File: src/rtl/vc_rr_arb_ctrl.sv
// vc_rr_arb_ctrl: round-robin arbiter whose grants are held until done or the request drops.
// Define VC_RR_ARB_TIMEOUT_EN to force release of a grant held for MAX_HOLD cycles.
module vc_rr_arb_ctrl #(
    parameter int NUM_REQ  = 4,
    parameter int W_IDX    = 2,
    parameter int MAX_HOLD = 16
) (
    input  logic               clk,
    input  logic               reset_n,
    input  logic [NUM_REQ-1:0] req,
    input  logic               done,
    output logic [NUM_REQ-1:0] gnt,
    output logic [W_IDX-1:0]   gnt_idx,
    output logic               gnt_vld,
    output logic               timeout
);

    localparam int KW = W_IDX + 1;

    typedef enum logic {IDLE, BUSY} state_t;

    state_t             state;
    state_t             state_nxt;
    logic [W_IDX-1:0]   ptr;
    logic [W_IDX-1:0]   ptr_nxt;
    logic [W_IDX-1:0]   idx_nxt;
    logic [W_IDX-1:0]   rel_ptr;
    logic [NUM_REQ-1:0] gnt_nxt;
    logic [KW-1:0]      pick_idle;
    logic [KW-1:0]      pick_rel;
    logic               owner_req;
    logic               force_rel;
    logic               release_any;
    logic               new_grant;

    // Returns {found, index} of the first set bit at or circularly above start.
    function automatic logic [KW-1:0] rr_pick(input logic [NUM_REQ-1:0] r,
                                              input logic [W_IDX-1:0]   start);
        logic [KW-1:0] res;
        logic [KW-1:0] k;
        res = '0;
        for (int i = NUM_REQ - 1; i >= 0; i--) begin
            k = {1'b0, start} + KW'(i);
            if (k >= KW'(NUM_REQ)) k = k - KW'(NUM_REQ);
            if (r[k[W_IDX-1:0]]) res = {1'b1, k[W_IDX-1:0]};
        end
        return res;
    endfunction

    function automatic logic [NUM_REQ-1:0] onehot(input logic [W_IDX-1:0] i);
        logic [NUM_REQ-1:0] v;
        v    = '0;
        v[i] = 1'b1;
        return v;
    endfunction

    assign owner_req   = req[gnt_idx];
    assign rel_ptr     = (gnt_idx == W_IDX'(NUM_REQ - 1)) ? '0 : gnt_idx + 1'b1;
    assign pick_idle   = rr_pick(req, ptr);
    assign pick_rel    = rr_pick(req, rel_ptr);
    assign release_any = (state == BUSY) && (done || !owner_req || force_rel);
    assign gnt_vld     = (state == BUSY);

    always_comb begin
        state_nxt = state;
        idx_nxt   = gnt_idx;
        ptr_nxt   = ptr;
        new_grant = 1'b0;
        case (state)
            IDLE: begin
                if (pick_idle[W_IDX]) begin
                    state_nxt = BUSY;
                    idx_nxt   = pick_idle[W_IDX-1:0];
                    new_grant = 1'b1;
                end
            end
            BUSY: begin
                if (release_any) begin
                    // The releasing owner is searched last, so it only regains the grant alone.
                    ptr_nxt = rel_ptr;
                    if (pick_rel[W_IDX]) begin
                        idx_nxt   = pick_rel[W_IDX-1:0];
                        new_grant = 1'b1;
                    end else begin
                        state_nxt = IDLE;
                    end
                end
            end
            default: state_nxt = IDLE;
        endcase
        gnt_nxt = (state_nxt == BUSY) ? onehot(idx_nxt) : '0;
    end

    always_ff @(posedge clk or negedge reset_n) begin
        if (!reset_n) begin
            state   <= IDLE;
            gnt_idx <= '0;
            ptr     <= '0;
            gnt     <= '0;
        end else begin
            state   <= state_nxt;
            gnt_idx <= idx_nxt;
            ptr     <= ptr_nxt;
            gnt     <= gnt_nxt;
        end
    end

`ifdef VC_RR_ARB_TIMEOUT_EN
    localparam int CW = $clog2(MAX_HOLD) + 1;

    logic [CW-1:0] hold_cnt;

    assign force_rel = (state == BUSY) && (hold_cnt == CW'(MAX_HOLD - 1));
    // A timeout that coincides with a normal release is reported as a normal release.
    assign timeout   = force_rel && !done && owner_req;

    always_ff @(posedge clk or negedge reset_n) begin
        if (!reset_n) begin
            hold_cnt <= '0;
        end else if (new_grant) begin
            hold_cnt <= '0;
        end else if (state == BUSY) begin
            hold_cnt <= hold_cnt + 1'b1;
        end
    end
`else
    assign force_rel = 1'b0;
    assign timeout   = 1'b0;
`endif

endmodule

File: config.mk
export PLATFORM = sky130hd
export DESIGN_NAME = vc_rr_arb_ctrl
export DESIGN_NICKNAME = d
export VERILOG_FILES = /design/src/rtl/vc_rr_arb_ctrl.sv
export SDC_FILE = /design/constraint.sdc
export NUM_CORES = 1
export LEC_CHECK = 0
export BUFFER_PORTS_ARGS = -buffer_cell sky130_fd_sc_hd__buf_4
export CAP_MARGIN = 30
export CORE_AREA = 3 3 40 42
export DETAILED_ROUTE_END_ITERATION = 8
export DIE_AREA = 0 0 43 45
export MAX_ROUTING_LAYER = met4
export PLACE_DENSITY = 0.69
export SKIP_LAST_GASP = 1
export SLEW_MARGIN = 10
export SYNTH_ARGS = -nofsm -noshare
export SYNTH_HDL_FRONTEND = slang
export SYNTH_SLANG_ARGS = --single-unit
File: constraint.sdc
create_clock -name clk -period 4.43 [get_ports clk]
set_clock_uncertainty 0.1 [all_clocks]
set_input_delay 0.6645 -clock clk [delete_from_list [all_inputs] [get_ports clk]]
set_output_delay 0.6645 -clock clk [all_outputs]
set_load 0.02 [all_outputs]
==> summary.md, run 1 <==
| Metric | Value |
|---|---|
| Synth unique cells | 33 |
| Sequential share of the synthesized area | 37.6% |
| Maximum capacitance violations | 0 |
| Die Wd | 43 um |
| Initial Util | 46.6% |
| Row count | 13 |
| Max Root-Sink Buffers | 2 |
| Post-synthesis mux area share | 7.10% |
| Top cells by count, synth | dfrtp_1, a21oi_1, nand2_1, nor2_1, inv_1 |
| Post-Syn Instances | 65 |
| Met2 GRT Util | 23.1% |
| 1st-iter DRT viols | 7 |
| Slew Viols, Final | 0 |
| Post-cts resize count | 0 |
| Busiest grt layer | met2 |
| Setup bufs post-CTS | 0 |
| Setup TNS | 0 ns |
| Clk_lat worst skew | 0.25 ns |
| Clock tree from TritonCTS | yes |
| EDFF count, synth | 0 |
| Cell accounting for the most synthesized area | dfrtp_1 |
| Flops & latches, synth | 9 |
| Asr flop ratio synth | 100% |
| Area Overhead vs Synth | 18.6% |
| Gr ovfl total | 0 |
| Count leader, synth | dfrtp_1 |
| Routed Antenna Nets | 0 |
| Initial antenna violation count | 0 |
| Comb pwr share | 56.5% |
| Largest net degree at the start of global routing | 10 |
| Worst R2R Setup Slack | 2.33 ns |
| GR Util met3 | 1.20% |
| RR Startpoint | gnt_idx[0] |
| Hold Slack | 0.124 ns |
| TritonRoute pass-1 iters | 4 |
| Full die area | 0.00194 mm2 |
| CP delay by family, top | compound AO/OA/AOI/OAI gates |
| CTS root buffer | clkbuf_4 |
| Seq pwr share | 31.3% |
| Residual DRC | 0 |
| Worst r2r dst | gnt[0] |
| Synth area leaders | dfrtp_1, a21oi_1, mux2_2, mux2i_1, nand2_1 |
| CP required | 4.46 ns |
| Int Power | 280 uW |
| Final cycle utilization of the critical path | 47.4% |
| Peak Freq | 476 MHz |
| Ys flop type | dfrtp_1 |
| RSZ-0062 raised after global routing | no |
| P_sw | 205 uW |
| Met1 Use GR | 18.6% |
| CP Data Arrival Time | 2.13 ns |
| Diodes inserted | 0 |
| Final Hold Viols | 0 |
| Simple-Gate Fraction of Synth Area | 21.7% |
| Status | complete, no violations |
| CTS sink count | 9 |
| Yosys top cell area share | 37.6% |
| DR vias | 517 |
| YS warnings | 0 |
| Port bufs | 13 |
| Synthesized area | 599 um2 |
| HP Class | in2async |
| Switching Share | 42.2% |
| CTS Buf Count | 3 |
| CTS hold repair buffers | 0 |
| Largest family of logic cells by synthesized area | compound AO/OA/AOI/OAI gates |
| R2R depth | 6 |
| CP Max Fanout | 8 |
| CP max-delay cell | dfrtp_1 |
| Clock-pin slew on the worst setup and hold paths | 0.06 ns |
| CP peak stage delay | 0.48 ns |
| Post-Syn Area per Cell | 9.22 um2 |
| Setup violators final | 0 |
| H-tree depth | 1 |
| Post-Place Worst Slack | 2.35 ns |
| Routed len/inst | 13.6 um |
| Vias in the first global route | 447 |
| CP Class | reg2reg |
| Final worst slack | 2.33 ns |
| Critical path endpoint category | flop |
| Worst Path Buf+Inv | 0 |
| Total power | 485 uW |
| Worst vdd ir | 0.000367 V |
| Crit-path cells | ha_1 -> nand2_1 -> a22o_1 -> a211oi_1 -> o221ai_2 -> and3_1 |
| CP Launch Type | flop |
| Post-DP HPWL | 956 um |
| Ports | 15 |
| GP Congestion | 0.822 |
| Complex-gate fraction of the synthesized area | 23.2% |
| Core area | 0.00128 mm2 |
| PwrDens | 682 mW/mm2 |
| Lkg Pwr | 0.328 nW |
| # nets final | 87 |
| Tot GR Track Use | 14.5% |
| Post-Synth Adder-Cell Area | 2.09% |
| Clk pwr share | 12.2% |
| Layout cell share with drive strength beyond 1 | 29.5% |
| Vias per cell | 5.56 |
| Die height | 45 um |
| Tmin final | 2.10 ns |
| Total length of routed wires | 1.27 mm |
| Post-Synth XOR/XNOR Area | 0% |
| Mapped Nets | 73 |
| Global-route wire length before repair | 2.06 mm |
-- stage by stage --
step / cell area [um2] / cells / utilization, %
global route: 711 / 93 / 55.3
CTS: 711 / 93 / 55.3
detailed placement: 684 / 89 / 53.3
global placement: 684 / 89 / 53.3
floorplan: 599 / 65 / -
finish: 711 / 93 / 55.3
-- sequential cells by signal (all words and copies together), names as in the netlist --
name,count
gnt_idx,2
ptr,2
gnt,4
gnt_vld,1
-- routing by layer --
metal / share of wire [%] / routed length (um) / vias to the layer above
met5: 0 / 0 / -
met4: 0 / 0 / 0
met3: 4.8 / 61 / 0
met2: 49 / 619 / 13
met1: 46 / 587 / 246
li1: - / - / 258
-- cells in the final DEF, fill, tap and decap left out --
cell type	synthesis	final
nor4_2	1	1
nand4bb_1	1	1
or2_2	1	1
clkbuf_1	0	1
o22ai_1	1	1
inv_1	3	3
nand2b_1	2	2
nand3b_1	1	1
o21ai_0	2	2
nor2_1	5	5
mux2i_1	2	2
nor2b_1	2	2
o221ai_2	1	1
a211oi_1	2	2
o211a_1	1	1
o21ai_1	1	1
inv_2	1	1
or2_4	1	1
nor3b_1	2	2
nand2_1	5	5
conb_1	1	1
dfrtp_1	9	9
o21bai_1	1	1
a21oi_1	6	6
mux2_2	2	2
ha_1	1	1
and3_1	1	1
o211ai_1	1	1
buf_4	2	13
a22o_1	1	1
clkbuf_4	0	3
o31ai_1	2	2
a311oi_1	1	1
-- kinds of logic (layout without fill, tap and decap cells) --
logic type	Yosys count	in the layout
and+or+nand+nor	22	22
other	1	1
AOI/OAI and AO/OA	20	20
adders and majority gates	1	1
DFF	9	9
muxes	4	4
buffers and inverters	8	21
-- worst max path at each step --
stage               start  endpoint  slack [ns]  cells after the start
6_report       gnt_idx[0]    gnt[0]        2.33                      6
5_1_grt        gnt_idx[0]    gnt[0]        2.21                      6
4_1_cts        gnt_idx[0]    gnt[0]        2.35                      6
3_5_place_dp       req[2]    gnt[0]        2.35                      6
3_3_place_gp       req[2]    gnt[0]        2.32                      6
2_1_floorplan  gnt_idx[1]    gnt[0]        2.53                      6
-- worst register-to-register path: stages, from the launching register on --
cell and delay (ns):
dfrtp_1 0.48, ha_1 0.46, nand2_1 0.08, a22o_1 0.17, a211oi_1 0.30, o221ai_2 0.18
and3_1 0.21
-- power groups by stage --
stage / Sequential (mW) / Clock [mW] / Combinational, mW
after global placement: 0.152 / 0 / 0.269
after floorplan: 0.170 / 0 / 0.185
after detailed placement: 0.151 / 0 / 0.273
final: 0.152 / 0.0592 / 0.274
after CTS: 0.150 / 0.0616 / 0.275
after global routing: 0.157 / 0.0641 / 0.300
-- layout make-up --
| cell class | instances | area (um2) |
|---|---|---|
| Fill cell | 121 | 574 |
| Inverter | 4 | 15.0 |
| Multi-Input combinational cell | 48 | 328 |
| Clock buffer | 4 | 26.3 |
| Tap cell | 15 | 18.8 |
| Sequential cell | 9 | 225 |
| Timing Repair Buffer | 13 | 97.6 |
No activity file was read; power rests on OpenSTA's default activity.
==> run 2, diff against run 1 <==
- CORE_AREA: 3 3 40 42 -> unset
- CORE_MARGIN: unset -> 3
- CORE_UTILIZATION: unset -> 45
- DIE_AREA: 0 0 43 45 -> unset
- PLACE_DENSITY: 0.69 -> 0.72
- clock period: 4.43 -> 1.7 ns (I/O delays scaled with it)
==> run 2 against run 1 <==
The flow now finishes with violations (negative setup slack). Clock power increased to 2.6 times the previous value. Sequential share of layout area decreased by 4.6 points. Routed wire length increased by 6.7%. Combinational power increased to 3.9 times the previous value. Cell count increased by 9.7%. Worst hold slack improved by 0.13 ns. First-iteration DRC count increased by 86%. Power increased to 3.3 times the previous value. Global-route usage increased by 2.4 points. Critical path type unchanged. Largest cell class unchanged. Largest power group unchanged.
==> summary.md, run 2 (synthesis gave the netlist of run 1 again) <==
| Metric | Value |
|---|---|
| Status | finished, violations left |
| Failing checks | negative setup slack |
| GP Congestion | 0.818 |
| CP Class | reg2reg |
| Die height | 42.5 um |
| Tot GR Track Use | 16.9% |
| Final Hold Viols | 0 |
| Vias per cell | 5.52 |
| Commonest non-fill, non-tap cell in the layout | buf_4 |
| Largest net degree at the start of global routing | 10 |
| Largest register FFs | 4 |
| Worst R2R Setup Slack | -0.14 ns |
| CTS root buffer | clkbuf_4 |
| Most frequent cells in the layout | buf_4, dfrtp_1, a21oi_1 |
| CTS sink count | 9 |
| Vias in the first global route | 514 |
| DP Cell Count | 95 |
| Post-DP HPWL | 957 um |
| Initial Util | 51.2% |
| 1st-iter DRT viols | 13 |
| Maximum capacitance violations | 0 |
| Setup violators final | 7 |
| # nets final | 97 |
| CP Data Arrival Time | 1.88 ns |
| H-tree depth | 1 |
| Lkg Pwr | 0.378 nW |
| HP Class | in2async |
| # fillers | 84 |
| Final Util | 71.9% |
| Final worst slack | -0.142 ns |
| Peak Freq | 543 MHz |
| Layout cell share with drive strength beyond 1 | 47.7% |
| Diodes inserted | 0 |
| Worst vdd ir | 0.00121 V |
| TritonRoute pass-1 iters | 4 |
| Clock tree from TritonCTS | yes |
| Final cell count without fillers | 102 |
| RSZ-0062 raised after global routing | yes |
| Clock-pin slew on the worst setup and hold paths | 0.06 ns |
| CP required | 1.74 ns |
| Worst r2r dst | gnt[0] |
| Final cycle utilization of the critical path | 108% |
| Core area | 0.00117 mm2 |
| Die Wd | 42.5 um |
| RR Startpoint | gnt_idx[0] |
| PwrDens | 1920 mW/mm2 |
| R2R depth | 6 |
| Post-DP Area | 756 um2 |
| Setup TNS | -0.586 ns |
| CP Max Fanout | 7 |
| Full die area | 0.00181 mm2 |
| Port bufs | 13 |
| Routed len/inst | 13.3 um |
| DR vias | 563 |
| Residual DRC | 0 |
| Largest registers | gnt: 4 flops, gnt_idx: 2 flops, ptr: 2 flops |
| CTS Buf Count | 3 |
| Ports | 15 |
| Max Root-Sink Buffers | 2 |
| Area Overhead vs Synth | 40.5% |
| CP Launch Type | flop |
| Tmin final | 1.84 ns |
| Reg with most FFs | gnt |
| Final instance area | 842 um2 |
| Gr ovfl total | 0 |
| Row count | 12 |
| Slew Viols, Final | 0 |
| Global-route wire length before repair | 2.21 mm |
| Total length of routed wires | 1.35 mm |
| Routed Antenna Nets | 0 |
| Initial antenna violation count | 0 |
| Clk_lat worst skew | 0.25 ns |
| Critical path endpoint category | flop |
==> run 2: worst max-delay path by stage <==
stage	from	endpoint	cells past startpoint
2_1_floorplan	gnt_idx[1]	gnt[1]	5
3_3_place_gp	gnt_idx[0]	gnt[0]	6
3_5_place_dp	gnt_idx[1]	gnt[0]	6
4_1_cts	gnt_idx[1]	gnt[0]	6
5_1_grt	gnt_idx[0]	gnt[0]	6
6_report	gnt_idx[0]	gnt[0]	6
==> run 2: per-layer routing <==
metal | global-route usage (%) | up-vias | wire length, um
met5 | - | - | 0
met4 | 7.45 | 0 | 14
met3 | 6.44 | 4 | 100
met2 | 25.2 | 23 | 631
met1 | 20.0 | 260 | 606
li1 | - | 276 | -
==> run 2: final cells by class <==
class / count / area, um2 / share of cell area [%]
repair buffers: 23 / 175 / 20.8
clock buffers: 4 / 26.3 / 3.12
inverters: 4 / 15.0 / 1.78
multi-input cells: 48 / 380 / 45.2
well taps: 14 / 17.5 / 2.08
flip-flops and latches: 9 / 228 / 27.0
==> run 2: report_power, final <==
part / internal [mW] / total [mW] / switching [mW]
clock: 0.0899 / 0.156 / 0.0665
sequential: 0.311 / 0.380 / 0.0693
combinational: 0.584 / 1.08 / 0.498
==> run 2: critical path, cell delays in order (launching register included) <==
cell	delay [ns]
dfrtp_2	0.43
ha_4	0.31
nand2_1	0.06
a22o_1	0.19
a211oi_2	0.26
o221ai_4	0.17
and3_1	0.21
==> run 2: what timing repair did <==
item / 4_1_cts / 5_1_grt
hold endpoints to repair: 9 / 0
resized for setup: 3 / 4
setup endpoints to repair: 6 / 8
buffers inserted: 0 / 2
pin swaps: 0 / 7
hold buffers: 1 / 0
==> run 2: stage by stage <==
stage               worst slack [ns]  total power [mW]  hold slack [ns]
finish                        -0.142              1.62            0.255
global route                  -0.215              1.74            0.274
CTS                          -0.0776              1.50            0.249
detailed placement           -0.0545              1.30          -0.0197
global placement             -0.0731              1.30          -0.0201
floorplan                    -0.0256             0.986           -0.141
